### src/rtl/load_store_unit.sv
// rtl/load_store_unit.sv - load/store unit between execute stage and a request/acknowledge data memory
//
// Purpose: accepts one load or store at a time. It drives little-endian byte
// lanes and replicates store data across the bus. Sub-word load data is sign-
// or zero-extended. The unit waits for mem_ack for at most MAX_WAIT cycles.
// Illegal requests (load and store together, misaligned, dword on a 32-bit bus)
// complete with an error and make no memory access.
//
// Ports:
//   clock, reset_n       rising-edge clock, asynchronous active-low reset
//   ld_ena, st_ena       load / store request, sampled in IDLE only
//   size, sign_ext       access size (0 byte .. 3 dword), load extension mode
//   address_in, data_in  byte address, right-aligned store data
//   data_out             last successful load result, extended and right-aligned
//   busy, done, error    in-flight flag, completion pulse, error pulse (with done)
//   mem_*                memory request port; mem_rdata is valid with mem_ack
module load_store_unit #(
   parameter int WIDTH    = 32,
   parameter int ADDR_W   = 32,
   parameter int MAX_WAIT = 15
) (
   input  logic                 clock,
   input  logic                 reset_n,
   input  logic                 ld_ena,
   input  logic                 st_ena,
   input  logic [1:0]           size,
   input  logic                 sign_ext,
   input  logic [ADDR_W-1:0]    address_in,
   input  logic [WIDTH-1:0]     data_in,
   output logic [WIDTH-1:0]     data_out,
   output logic                 busy,
   output logic                 done,
   output logic                 error,
   output logic [ADDR_W-1:0]    mem_addr,
   output logic [WIDTH-1:0]     mem_wdata,
   output logic [WIDTH/8-1:0]   mem_be,
   output logic                 mem_req,
   output logic                 mem_we,
   input  logic                 mem_ack,
   input  logic [WIDTH-1:0]     mem_rdata
);
   localparam int NB = WIDTH / 8;
   localparam int LB = $clog2(NB);

   localparam logic [1:0] S_IDLE = 2'd0;
   localparam logic [1:0] S_REQ  = 2'd1;
   localparam logic [1:0] S_DONE = 2'd2;

   // Counter value on the last allowed REQ cycle without ack.
   localparam logic [7:0] WAIT_LAST = 8'(MAX_WAIT - 1);

   logic [1:0]        state_q, state_d;
   logic [7:0]        cnt_q, cnt_d;
   logic [1:0]        size_q, size_d;
   logic              sign_q, sign_d;
   logic              st_q, st_d;
   logic              err_q, err_d;
   logic [ADDR_W-1:0] addr_q, addr_d;
   logic [WIDTH-1:0]  wdata_q, wdata_d;
   logic [WIDTH-1:0]  dout_q, dout_d;

   logic              misaligned, illegal;
   logic [LB-1:0]     lane;
   logic [NB-1:0]     be_lanes;
   logic [WIDTH-1:0]  wdata_rep, rd_shift, ext_mask, load_ext;
   logic              ext_neg;

   always_comb begin
      case (size)
         2'd1:    misaligned = address_in[0];
         2'd2:    misaligned = |address_in[1:0];
         2'd3:    misaligned = |address_in[2:0];
         default: misaligned = 1'b0;
      endcase
      illegal = (ld_ena && st_ena) || misaligned || (size == 2'd3 && WIDTH == 32);
   end

   // Lane, store replication and load extension all work from the latched
   // request, so the memory-side values stay stable for the whole REQ phase.
   assign lane = addr_q[LB-1:0];

   always_comb begin
      rd_shift = mem_rdata >> {lane, 3'b000};
      case (size_q)
         2'd0: begin
            be_lanes  = NB'(1) << lane;
            wdata_rep = {NB{wdata_q[7:0]}};
            ext_mask  = WIDTH'(8'hFF);
            ext_neg   = rd_shift[7];
         end
         2'd1: begin
            be_lanes  = NB'(2'b11) << lane;
            wdata_rep = {(WIDTH/16){wdata_q[15:0]}};
            ext_mask  = WIDTH'(16'hFFFF);
            ext_neg   = rd_shift[15];
         end
         2'd2: begin
            be_lanes  = NB'(4'hF) << lane;
            wdata_rep = {(WIDTH/32){wdata_q[31:0]}};
            ext_mask  = WIDTH'(32'hFFFF_FFFF);
            ext_neg   = rd_shift[31];
         end
         default: begin
            be_lanes  = '1;
            wdata_rep = wdata_q;
            ext_mask  = '1;
            ext_neg   = 1'b0;
         end
      endcase
      // A full-width access has an all-ones mask, so it passes through unchanged.
      load_ext = (rd_shift & ext_mask) | ((sign_q && ext_neg) ? ~ext_mask : '0);
   end

   always_comb begin
      state_d = state_q;
      cnt_d   = cnt_q;
      size_d  = size_q;
      sign_d  = sign_q;
      st_d    = st_q;
      err_d   = err_q;
      addr_d  = addr_q;
      wdata_d = wdata_q;
      dout_d  = dout_q;
      case (state_q)
         S_IDLE: begin
            if (ld_ena || st_ena) begin
               size_d  = size;
               sign_d  = sign_ext;
               st_d    = st_ena;
               addr_d  = address_in;
               wdata_d = data_in;
               err_d   = illegal;
               cnt_d   = 8'd0;
               state_d = illegal ? S_DONE : S_REQ;
            end
         end
         S_REQ: begin
            // An ack on the final wait cycle takes priority over the timeout.
            if (mem_ack) begin
               if (!st_q) dout_d = load_ext;
               state_d = S_DONE;
            end else begin
               cnt_d = cnt_q + 8'd1;
               if (cnt_q == WAIT_LAST) begin
                  err_d   = 1'b1;
                  state_d = S_DONE;
               end
            end
         end
         S_DONE: begin
            cnt_d   = 8'd0;
            state_d = S_IDLE;
         end
         default: state_d = S_IDLE;
      endcase
   end

   always_ff @(posedge clock or negedge reset_n) begin
      if (!reset_n) begin
         state_q <= S_IDLE;
         cnt_q   <= 8'd0;
         size_q  <= 2'd0;
         sign_q  <= 1'b0;
         st_q    <= 1'b0;
         err_q   <= 1'b0;
         addr_q  <= '0;
         wdata_q <= '0;
         dout_q  <= '0;
      end else begin
         state_q <= state_d;
         cnt_q   <= cnt_d;
         size_q  <= size_d;
         sign_q  <= sign_d;
         st_q    <= st_d;
         err_q   <= err_d;
         addr_q  <= addr_d;
         wdata_q <= wdata_d;
         dout_q  <= dout_d;
      end
   end

   assign busy      = (state_q == S_REQ);
   assign done      = (state_q == S_DONE);
   assign error     = done && err_q;
   assign mem_req   = busy;
   assign mem_we    = busy && st_q;
   assign mem_be    = busy ? be_lanes : '0;
   assign mem_addr  = addr_q & ~ADDR_W'(NB - 1);
   assign mem_wdata = wdata_rep;
   assign data_out  = dout_q;

endmodule

### config.mk
export PLATFORM = sky130hd
export DESIGN_NAME = load_store_unit
export DESIGN_NICKNAME = d
export VERILOG_FILES = /design/src/rtl/load_store_unit.sv
export SDC_FILE = /design/constraint.sdc
export NUM_CORES = 1
export LEC_CHECK = 0
export BUFFER_PORTS_ARGS = -buffer_cell sky130_fd_sc_hd__buf_2
export CORE_ASPECT_RATIO = 1.1
export CORE_MARGIN = 8
export CORE_UTILIZATION = 35
export DETAILED_ROUTE_END_ITERATION = 16
export HOLD_SLACK_MARGIN = 0.15
export PLACE_DENSITY_LB_ADDON = 0.12
export SLEW_MARGIN = 5
export SYNTH_ARGS = -nofsm -noshare
export SYNTH_HDL_FRONTEND = slang
export SYNTH_SLANG_ARGS = --single-unit
### constraint.sdc
create_clock -name clock -period 4.8 [get_ports clock]
set_input_delay 0.96 -clock clock [delete_from_list [all_inputs] [get_ports clock]]
set_output_delay 0.96 -clock clock [all_outputs]
set_load 0.02 [all_outputs]
==> metrics, run 1 <==
mean number of vias per cell=4.93; Detailed Place HPWL=12000 um; signal arrival time at the worst endpoint=2630 ps; initial core utilization=35.4%; post-layout minimum cycle time=3590 ps; Routability Congestion=0.783; antenna violations before repair=1; most common cell after layout, fill and taps aside=sky130_fd_sc_hd__buf_2; delay of the slowest critical-path stage=700 ps; f_max=0.278 GHz; worst reg2reg setup slack=2260 ps; wire length of the first global-routing pass=24800 um; CP Data Required Time=3840 ps; share of final-layout standard cells stronger than drive strength 1=35.3%; Critical Path Sink Type=output pin; CP max-delay cell=sky130_fd_sc_hd__nor2_2; cts bufs inserted=9; Worst VDD drop=0.000416 V; Cells after Synth=510; CTS H-tree lvls=3; total number of clock tree sinks=111; port bufs=206; total wire length after detailed routing=15900 um; Setup Crit Path Kind=reg2out; average wire length per cell after detail routing=18.3 um; Tcrit/Tclk final=74.9%; max-capacitance violation count=0; Clock Latency Late Sink=350 ps; Std-Cell Rows=49; sequence of cells on the critical path=inv_1 -> ha_1 -> nor2_2 -> mux2_1 -> buf_2; vias in the first global route=4611; height of the die=150 um; total of flip-flops plus latches after synthesis=111; EDFF count, synth=0; Slew @ Worst Pin=796 ps; drt initial violations=235; vias post-DR=4301; combinational cell fraction of total power=50.6%; synthesized area=5720 um2; Root Buffer=sky130_fd_sc_hd__clkbuf_16; most common flop cell mapped by yosys=sky130_fd_sc_hd__dfrtp_1; maximum buffer depth of the clock tree=2; ys async rst share=100%; Final Hold Viols=0; Internal Power=2810 uW; Final Core Density=43.0%; worst path setup slack after routing=1210 ps; register area share after synthesis=48.5%; Die W=138 um; Final setup violation count=0; final cell area excluding filler cells=6970 um2; hold_buf cts=0; post-placement setup slack=1150 ps; Sw Share=44.1%; post-CTS clock slew at the launch and capture registers of the worst setup and hold paths=70 ps; post-layout net count=776; total power after layout=5040 uW; remaining design rule violation count=0; signed area change from the synthesized netlist to the final layout=21.7%; RSZ-0062 raised after global routing=false; total I/O pin count=209; top library cells by usage in the layout, fill and taps aside=sky130_fd_sc_hd__buf_2 (205), sky130_fd_sc_hd__dfrtp_1 (111), sky130_fd_sc_hd__mux2_1 (81); core outline area=16200 um2; Die Area=20700 um2; Avg Inst Size Synth=11.2 um2; setup TNS=0 ps; post-CTS setup buffer count=0; Warnings, synthesis=0; first drt pass iteration count=4; fraction of power consumed by the clock network=15.8%; net switching component of the power=2220 uW; relative slew slack=46.9%; run status=complete, no violations; TritonCTS clock tree=done; Leak Pwr=0.00346 uW; Post-CTS Resized=0; max-slew violations=0; worst setup skew after layout=6.44 ps; type of origin of the critical path=flop; number of distinct library cells after synthesis=51; Congestion Overflow GR=0; Antenna Violating Nets Remaining=0; instance area at placement=6650 um2; Overall Global Routing Usage=15.3%; part of the power in registers=33.5%; total power density per cell area=723 nW/um2; diode count=0; highest fanout seen on the critical path=19; worst hold-check path type=reg2reg; largest net degree at the start of global routing=59
final timing paths:
check                                  from            end  cells past startpoint
worst max register to register    size_q[1]   data_out[26]                      5
worst min-delay path            data_out[6]    data_out[6]                      2
min in group asynchronous           reset_n     addr_q[24]                      1
max in group asynchronous           reset_n    wdata_q[30]                      2
worst max-delay path              size_q[1]  mem_wdata[20]                      5
worst min register to register  data_out[6]    data_out[6]                      2
logic make-up (layout without fill, tap and decap cells):
kind of cell,Yosys count,in the layout,share of synthesized area [%]
buffers and inverters,77,234,8.17
AND/OR/NAND/NOR,130,130,10.3
other,1,2,0.0655
XOR/XNOR,6,6,0.918
multiplexers,104,104,20.2
adder cells (fa/ha/maj),8,8,1.75
AO/OA/AOI/OAI,73,73,10.0
flip-flops,111,111,48.5
layer usage:
| metal | up-vias | track usage [%] | share of wire [%] |
|---|---|---|---|
| li1 | 2074 | - | - |
| met1 | 2049 | 19.3 | 43 |
| met2 | 159 | 23.7 | 45 |
| met3 | 17 | 5.07 | 9.7 |
| met4 | 2 | 5.86 | 1.5 |
| met5 | - | 0 | 0.050 |
flip-flops by register name, indices dropped and copies added, names as in the netlist:
name and flops:
addr_q 32, st_q 1, sign_q 1, err_q 1, size_q 2, wdata_q 32
state_q 2, data_out 32, cnt_q 8
critical path: cells and delay by family (launching register included):
kind | cells | cell delay [ps]
adder cells (fa/ha/maj) | 1 | 430
multiplexers | 1 | 380
flip-flops | 1 | 470
AND/OR/NAND/NOR | 1 | 700
buffers and inverters | 2 | 310
synth_stat cells (2+ instances only):
cell                       instances  share of area (%)
sky130_fd_sc_hd__dfrtp_1         111                 49
sky130_fd_sc_hd__mux2_1           81                 16
sky130_fd_sc_hd__nand2_1          58                3.8
sky130_fd_sc_hd__buf_4            41                5.4
sky130_fd_sc_hd__nor2_1           31                2.0
sky130_fd_sc_hd__mux2i_1          21                3.7
sky130_fd_sc_hd__a221o_1          18                3.1
sky130_fd_sc_hd__clkbuf_1         18                1.2
sky130_fd_sc_hd__a21oi_1          12                1.0
sky130_fd_sc_hd__a22o_1            9                1.4
sky130_fd_sc_hd__a22oi_1           9                1.2
sky130_fd_sc_hd__buf_2             8               0.70
sky130_fd_sc_hd__ha_1              8                1.7
sky130_fd_sc_hd__nand3_1           8               0.70
sky130_fd_sc_hd__o21ai_1           8               0.70
sky130_fd_sc_hd__nor3_1            6               0.52
sky130_fd_sc_hd__a211o_1           5               0.76
sky130_fd_sc_hd__nand2b_1          5               0.55
sky130_fd_sc_hd__inv_1             4               0.26
sky130_fd_sc_hd__nor2b_1           4               0.44
sky130_fd_sc_hd__and2_1            3               0.33
sky130_fd_sc_hd__xnor2_1           3               0.46
sky130_fd_sc_hd__xor2_1            3               0.46
sky130_fd_sc_hd__a21o_1            2               0.26
sky130_fd_sc_hd__a32oi_1           2               0.31
sky130_fd_sc_hd__and3_1            2               0.22
sky130_fd_sc_hd__buf_1             2               0.13
sky130_fd_sc_hd__buf_6             2               0.39
sky130_fd_sc_hd__inv_2             2               0.13
sky130_fd_sc_hd__nand4_1           2               0.22
sky130_fd_sc_hd__or3_1             2               0.22
through the flow:
stage / hold WS (ps) / cells
detailed placement: 458 / 857
global placement: 456 / 857
finish: 468 / 872
global route: 500 / 872
CTS: 476 / 872
floorplan: 456 / 511
area by class of cell:
type	instances	area, um2
Timing Repair Buffer	213	1090
Clock inverter	4	70.1
Tap cell	204	255
Inverter	6	22.5
Sequential cell	111	2780
Clock buffer	11	243
Fill cell	1616	9220
Multi-Input combinational cell	323	2510
power groups by stage:
stage / clock [uW] / sequential, uW / combinational, uW
after floorplan: 0 / 1750 / 1860
after global placement: 0 / 1710 / 2560
after detailed placement: 0 / 1710 / 2590
after CTS: 830 / 1700 / 2600
after global routing: 861 / 1750 / 2780
final: 798 / 1690 / 2550
Power figures use the tool's default switching activity.
==> run 2, diff against run 1 <==
==> constraint.sdc (replaced) <==
create_clock -name clock -period 3.52 [get_ports clock]
set_input_delay 0.704 -clock clock [delete_from_list [all_inputs] [get_ports clock]]
set_output_delay 0.704 -clock clock [all_outputs]
set_load 0.02 [all_outputs]
==> run 2 against run 1 <==
- first-iteration DRC count grew 4.3%
- via count rose by 0.51%
- critical path depth up 1
- non-clock buffer count is 2 higher
- combinational power up 37%
- setup slack got worse by 800 ps
- routed wire length shrank 0.86%
- sequential power rose by 37%
- global-route usage barely moved
- largest cell class unchanged
==> metrics, run 2 (synthesis gave the netlist of run 1 again) <==
largest net degree at the start of global routing=59 (unchanged); max-slew violations=0 (unchanged); Std-Cell Rows=49 (unchanged); antenna violations before repair=0 (-1); share of final-layout standard cells stronger than drive strength 1=35.5% (+0.14 points); Storage cell area=2780 um2 (unchanged); Antenna Violating Nets Remaining=0 (unchanged); worst setup skew after layout=4.40 ps (-2.05 ps); Root Buffer=sky130_fd_sc_hd__clkbuf_16; fraction of power consumed by the clock network=16.1% (+0.3 points); top library cells by usage in the layout, fill and taps aside=sky130_fd_sc_hd__buf_2 (205), sky130_fd_sc_hd__dfrtp_1 (111), sky130_fd_sc_hd__mux2_1 (81); maximum buffer depth of the clock tree=2 (unchanged); run status=complete, no violations; combinational cell fraction of total power=50.6% (about the same); vias in the first global route=4728 (+2.5%); highest fanout seen on the critical path=18 (-1); hold_buf cts=0 (unchanged); wire length of the first global-routing pass=24900 um (+0.45%); delay of the slowest critical-path stage=580 ps (-120 ps); diode count=0 (unchanged); height of the die=150 um (unchanged); CP max-delay cell=sky130_fd_sc_hd__ha_1; Critical Path Sink Type=output pin; Routability Congestion=0.792 (+1.1%); signed area change from the synthesized netlist to the final layout=22.5%; Setup Crit Path Kind=reg2out; Internal Power=3870 uW (+38%); Congestion Overflow GR=0 (unchanged); part of the power in registers=33.3% (-0.2 points); Tcrit/Tclk final=88.6%; total power density per cell area=987 nW/um2 (+36%); area occupied by multi-input gates=2510 um2 (about the same); most common cell after layout, fill and taps aside=sky130_fd_sc_hd__buf_2; relative slew slack=44.7% (-2.1 points); worst hold-check path type=in2async; CTS H-tree lvls=3 (unchanged); total number of clock tree sinks=111 (unchanged); Worst VDD drop=0.000653 V (+57%); initial core utilization=35.4% (unchanged); f_max=0.321 GHz; Final Core Density=43.3% (+0.30 points); post-layout minimum cycle time=3120 ps; Slew @ Worst Pin=829 ps (+33.0 ps); type of origin of the critical path=flop; Detailed Place HPWL=12000 um (about the same); Final Hold Viols=0 (unchanged); total wire length after detailed routing=15800 um (-0.86%); Leak Pwr=0.00348 uW (+0.55%); post-CTS setup buffer count=0 (unchanged); Die Area=20700 um2 (unchanged); post-CTS clock slew at the launch and capture registers of the worst setup and hold paths=70 ps (about the same); post-layout net count=778 (+0.26%); RSZ-0062 raised after global routing=false; vias post-DR=4323 (+0.51%); remaining design rule violation count=0 (unchanged); TritonCTS clock tree=done; core outline area=16200 um2 (unchanged); Post-CTS Resized=0 (unchanged); total I/O pin count=209 (unchanged); first drt pass iteration count=4 (unchanged); fill cell count=1595 (-1.3%); Overall Global Routing Usage=15.2% (-0.026 points); average wire length per cell after detail routing=18.1 um (-1.2%); sequence of cells on the critical path=inv_1 -> ha_1 -> nor2_1 -> buf_4 -> mux2_1 -> buf_2; Die W=138 um (unchanged); CP Data Required Time=2820 ps (-1020 ps); Final setup violation count=0 (unchanged); cts bufs inserted=9 (unchanged); net switching component of the power=3050 uW (+37%); Clock Latency Late Sink=350 ps (about the same); max-capacitance violation count=0 (unchanged); Sw Share=44.1% (-0.076 points); setup TNS=0 ps (unchanged); port bufs=206 (unchanged); signal arrival time at the worst endpoint=2410 ps (-220 ps); placed cell count=859 (+0.23%); mean number of vias per cell=4.94 (+0.17%); worst reg2reg setup slack=1200 ps (-1060 ps); drt initial violations=245 (+4.3%); post-layout instance count excluding filler cells=875 (+0.34%)
-- run 2: cell count changes in the layout (fill, tap and decap cells not counted), sizes merged --
cell and change:
buf +2, clkinvlp +1
-- run 2: final cells by class --
class / instances / area share [%]
clock buffer: 11 / 3.46
clock inverter: 5 / 1.16
inverter: 6 / 0.321
multi-input combinational: 323 / 35.8
sequential: 111 / 39.6
tap: 204 / 3.64
timing repair buffer: 215 / 16.1
-- run 2: final timing paths --
path | cells past startpoint | startpoint | endpoint
max | 6 | size_q[1] | mem_wdata[16]
min | 1 | reset_n | cnt_q[1]
min in group clock | 2 | data_out[1] | data_out[1]
max reg2reg | 4 | addr_q[0] | data_out[10]
min reg2reg | 2 | data_out[1] | data_out[1]
max in group asynchronous | 2 | reset_n | addr_q[31]
-- run 2: critical path: cells and delay by family, from the launching register on --
kind | cells | cell delay (ps)
fa+ha+maj | 1 | 580
buf+inv | 3 | 570
mux | 1 | 320
simple gates | 1 | 130
flops | 1 | 460
-- run 2: metrics by stage --
stage | cell area, um2 | setup WS [ps] | hold WS, ps | total power, uW
2_1_floorplan | 5730 | 915 | 408 | 4920
3_3_place_gp | 6690 | 907 | 456 | 5850
3_5_place_dp | 6690 | 748 | 467 | 5880
4_1_cts | 7010 | 359 | 345 | 7030
5_1_grt | 7010 | 224 | 365 | 7430
6_report | 7010 | 402 | 331 | 6920
-- run 2: metal layers --
| layer | GRT usage, % | up-vias | wire [um] |
|---|---|---|---|
| li1 | - | 2079 | - |
| met1 | 18.9 | 2081 | 6830 |
| met2 | 24.5 | 153 | 7310 |
| met3 | 5.47 | 10 | 1520 |
| met4 | 4.03 | 0 | 155 |
| met5 | 0 | - | 0 |
-- run 2: power groups by stage --
stage | logic (uW) | clock network [uW] | registers [uW]
6_report | 3500 | 1110 | 2310
2_1_floorplan | 2540 | 0 | 2380
3_3_place_gp | 3520 | 0 | 2330
5_1_grt | 3820 | 1200 | 2400
4_1_cts | 3560 | 1150 | 2310
3_5_place_dp | 3550 | 0 | 2330
==> run 3, diff against run 2 <==
--- a/config.mk
+++ b/config.mk
@@ -11,7 +11,6 @@
 export CORE_UTILIZATION = 35
 export DETAILED_ROUTE_END_ITERATION = 16
 export HOLD_SLACK_MARGIN = 0.15
-export PLACE_DENSITY_LB_ADDON = 0.12
 export SLEW_MARGIN = 5
 export SYNTH_ARGS = -nofsm -noshare
 export SYNTH_HDL_FRONTEND = slang
==> run 3 against run 2 <==
- non-clock buffer count shrank 1
- setup slack gained 11 ps
- sequential power is essentially flat
- first-iteration DRC count shrank 23%
- combinational power is essentially flat
- clock power is essentially flat
- cell count shrank 0.11%
- global-route usage grew 0.62 points
- die area is the same
==> metrics, run 3 (synthesis gave the netlist of run 1 again) <==
top cell family by delay on the critical path=buffers and inverters; Final Hold Viols=0 (unchanged); Tcrit/Tclk final=88.3% (-0.31 points); post-CTS clock slew at the launch and capture registers of the worst setup and hold paths=70 ps (about the same); mean number of vias per cell=5.10 (+3.1%); setup TNS=0 ps (unchanged); Storage cell area=2780 um2 (unchanged); Leak Pwr=0.00347 uW (-0.39%); Slew @ Worst Pin=993 ps (+164 ps); remaining design rule violation count=0 (unchanged); Congestion Overflow GR=0 (unchanged); post-layout minimum cycle time=3110 ps (-10.8 ps); Routability Congestion=0.858 (+8.3%); Overall Global Routing Usage=15.9% (+0.62 points); worst hold-check path type=in2async; maximum buffer depth of the clock tree=2 (unchanged); area occupied by multi-input gates=2510 um2 (unchanged); post-CTS setup buffer count=0 (unchanged); worst setup skew after layout=7.64 ps (+3.25 ps); Final Core Density=43.2% (-0.19 points); height of the die=150 um (unchanged); run status=complete, no violations; worst reg2reg setup slack=1180 ps (-20 ps); signed area change from the synthesized netlist to the final layout=22.0%; worst reg2reg endpoint=data_out[27]; highest fanout seen on the critical path=18 (unchanged); Critical Path Sink Type=output pin; Worst VDD drop=0.000604 V (-7.5%); max-capacitance violation count=0 (unchanged); delay of the slowest critical-path stage=550 ps (-30 ps); Final setup violation count=0 (unchanged); Die W=138 um (unchanged); wire length of the first global-routing pass=25600 um (+2.9%); share of final-layout standard cells stronger than drive strength 1=35.5% (+0.053 points); total power density per cell area=990 nW/um2 (+0.30%); antenna violations before repair=1 (+1); total wire length after detailed routing=16400 um (+3.5%); Setup crit end=mem_wdata[21]; cts bufs inserted=9 (unchanged); Std-Cell Rows=49 (unchanged); launch point of the worst reg-to-reg path=addr_q[1]; total number of clock tree sinks=111 (unchanged); fill cell count=1582 (-0.82%); vias in the first global route=4670 (-1.2%); top library cells by usage in the layout, fill and taps aside=sky130_fd_sc_hd__buf_2 (205), sky130_fd_sc_hd__dfrtp_1 (111), sky130_fd_sc_hd__mux2_1 (81); relative slew slack=33.4% (-11 points); most common cell after layout, fill and taps aside=sky130_fd_sc_hd__buf_2; CTS H-tree lvls=3 (unchanged); Critical Path Stages=6 (unchanged); vias post-DR=4454 (+3.0%); Clock Latency Late Sink=350 ps (about the same); f_max=0.322 GHz (+0.35%); initial core utilization=35.4% (unchanged); CP Data Required Time=2820 ps (about the same); port bufs=206 (unchanged); RSZ-0062 raised after global routing=false; Post-CTS Resized=0 (unchanged); origin of the worst setup path=size_q[1]; average wire length per cell after detail routing=18.7 um (+3.6%); total I/O pin count=209 (unchanged); largest net degree at the start of global routing=72 (+22%); max-slew violations=0 (unchanged); CP max-delay cell=sky130_fd_sc_hd__ha_1; Root Buffer=sky130_fd_sc_hd__clkbuf_16; TritonCTS clock tree=done; Detailed Place HPWL=12500 um (+4.3%); path depth of the worst reg2reg path=4 (unchanged); first drt pass iteration count=4 (unchanged); Setup Crit Path Kind=reg2out; core outline area=16200 um2 (unchanged); type of origin of the critical path=flop; sequence of cells on the critical path=inv_1 -> ha_1 -> nor2_1 -> buf_4 -> mux2_1 -> buf_2; diode count=0 (unchanged); post-layout net count=777 (-0.13%); CP Buf/Inv Count=3 (unchanged); signal arrival time at the worst endpoint=2400 ps (about the same); hold_buf cts=0 (unchanged); drt initial violations=188 (-23%); Antenna Violating Nets Remaining=0 (unchanged); Die Area=20700 um2 (unchanged)
-- run 3: cell count changes in the layout (fill, tap and decap cells not counted), sizes merged --
cell,previous run,this run
inv,6,10
bufinv,2,1
buf,215,214
clkinv,2,0
clkbuf,11,10
-- run 3: routing by layer --
metal / up-vias / share of wire, % / GRT usage [%]
met4: 2 / 1.3 / 5.76
met1: 2191 / 42 / 19.8
met2: 162 / 48 / 25.9
met5: - / 0.049 / 0
li1: 2083 / - / -
met3: 16 / 8.0 / 3.97
-- run 3: through the flow --
| step | cells | hold WS, ps | total power (uW) | cell area [um2] | setup WS [ps] |
|---|---|---|---|---|---|
| 3_5_place_dp | 858 | 465 | 5880 | 6670 | 792 |
| 3_3_place_gp | 858 | 461 | 5820 | 6670 | 924 |
| 6_report | 874 | 477 | 6910 | 6980 | 413 |
| 4_1_cts | 874 | 484 | 7010 | 6980 | 388 |
| 5_1_grt | 874 | 508 | 7380 | 6980 | 260 |
| 2_1_floorplan | 511 | 408 | 4920 | 5730 | 915 |
-- run 3: worst min-delay path by stage --
stage,from,endpoint,slack [ps],depth (start not counted)
floorplan,reset_n,addr_q[0],410,0
global placement,data_out[5],data_out[5],460,2
detailed placement,data_out[0],data_out[0],470,2
CTS,data_out[0],data_out[0],480,2
global route,data_out[0],data_out[0],510,2
finish,reset_n,data_out[27],480,1
-- run 3: cell type report --
type | instances | share of cell area (%)
tap | 204 | 3.65
inverter | 6 | 0.322
timing repair buffer | 214 | 15.8
sequential | 111 | 39.8
clock buffer | 10 | 3.42
clock inverter | 6 | 1.07
multi-input combinational | 323 | 35.9
-- run 3: worst reg2reg max path, cell delays in order (launching register included) --
cell                       delay [ps]
sky130_fd_sc_hd__dfrtp_1          780
sky130_fd_sc_hd__inv_2            290
sky130_fd_sc_hd__mux4_2           550
sky130_fd_sc_hd__a2bb2o_4         310
sky130_fd_sc_hd__a221o_1          290
-- run 3: where the power goes --
group / leakage [uW] / internal [uW] / switching, uW / total (uW)
clock: 0.000152 / 585 / 503 / 1090
combinational: 0.00196 / 1360 / 2160 / 3520
sequential: 0.00136 / 1850 / 447 / 2300
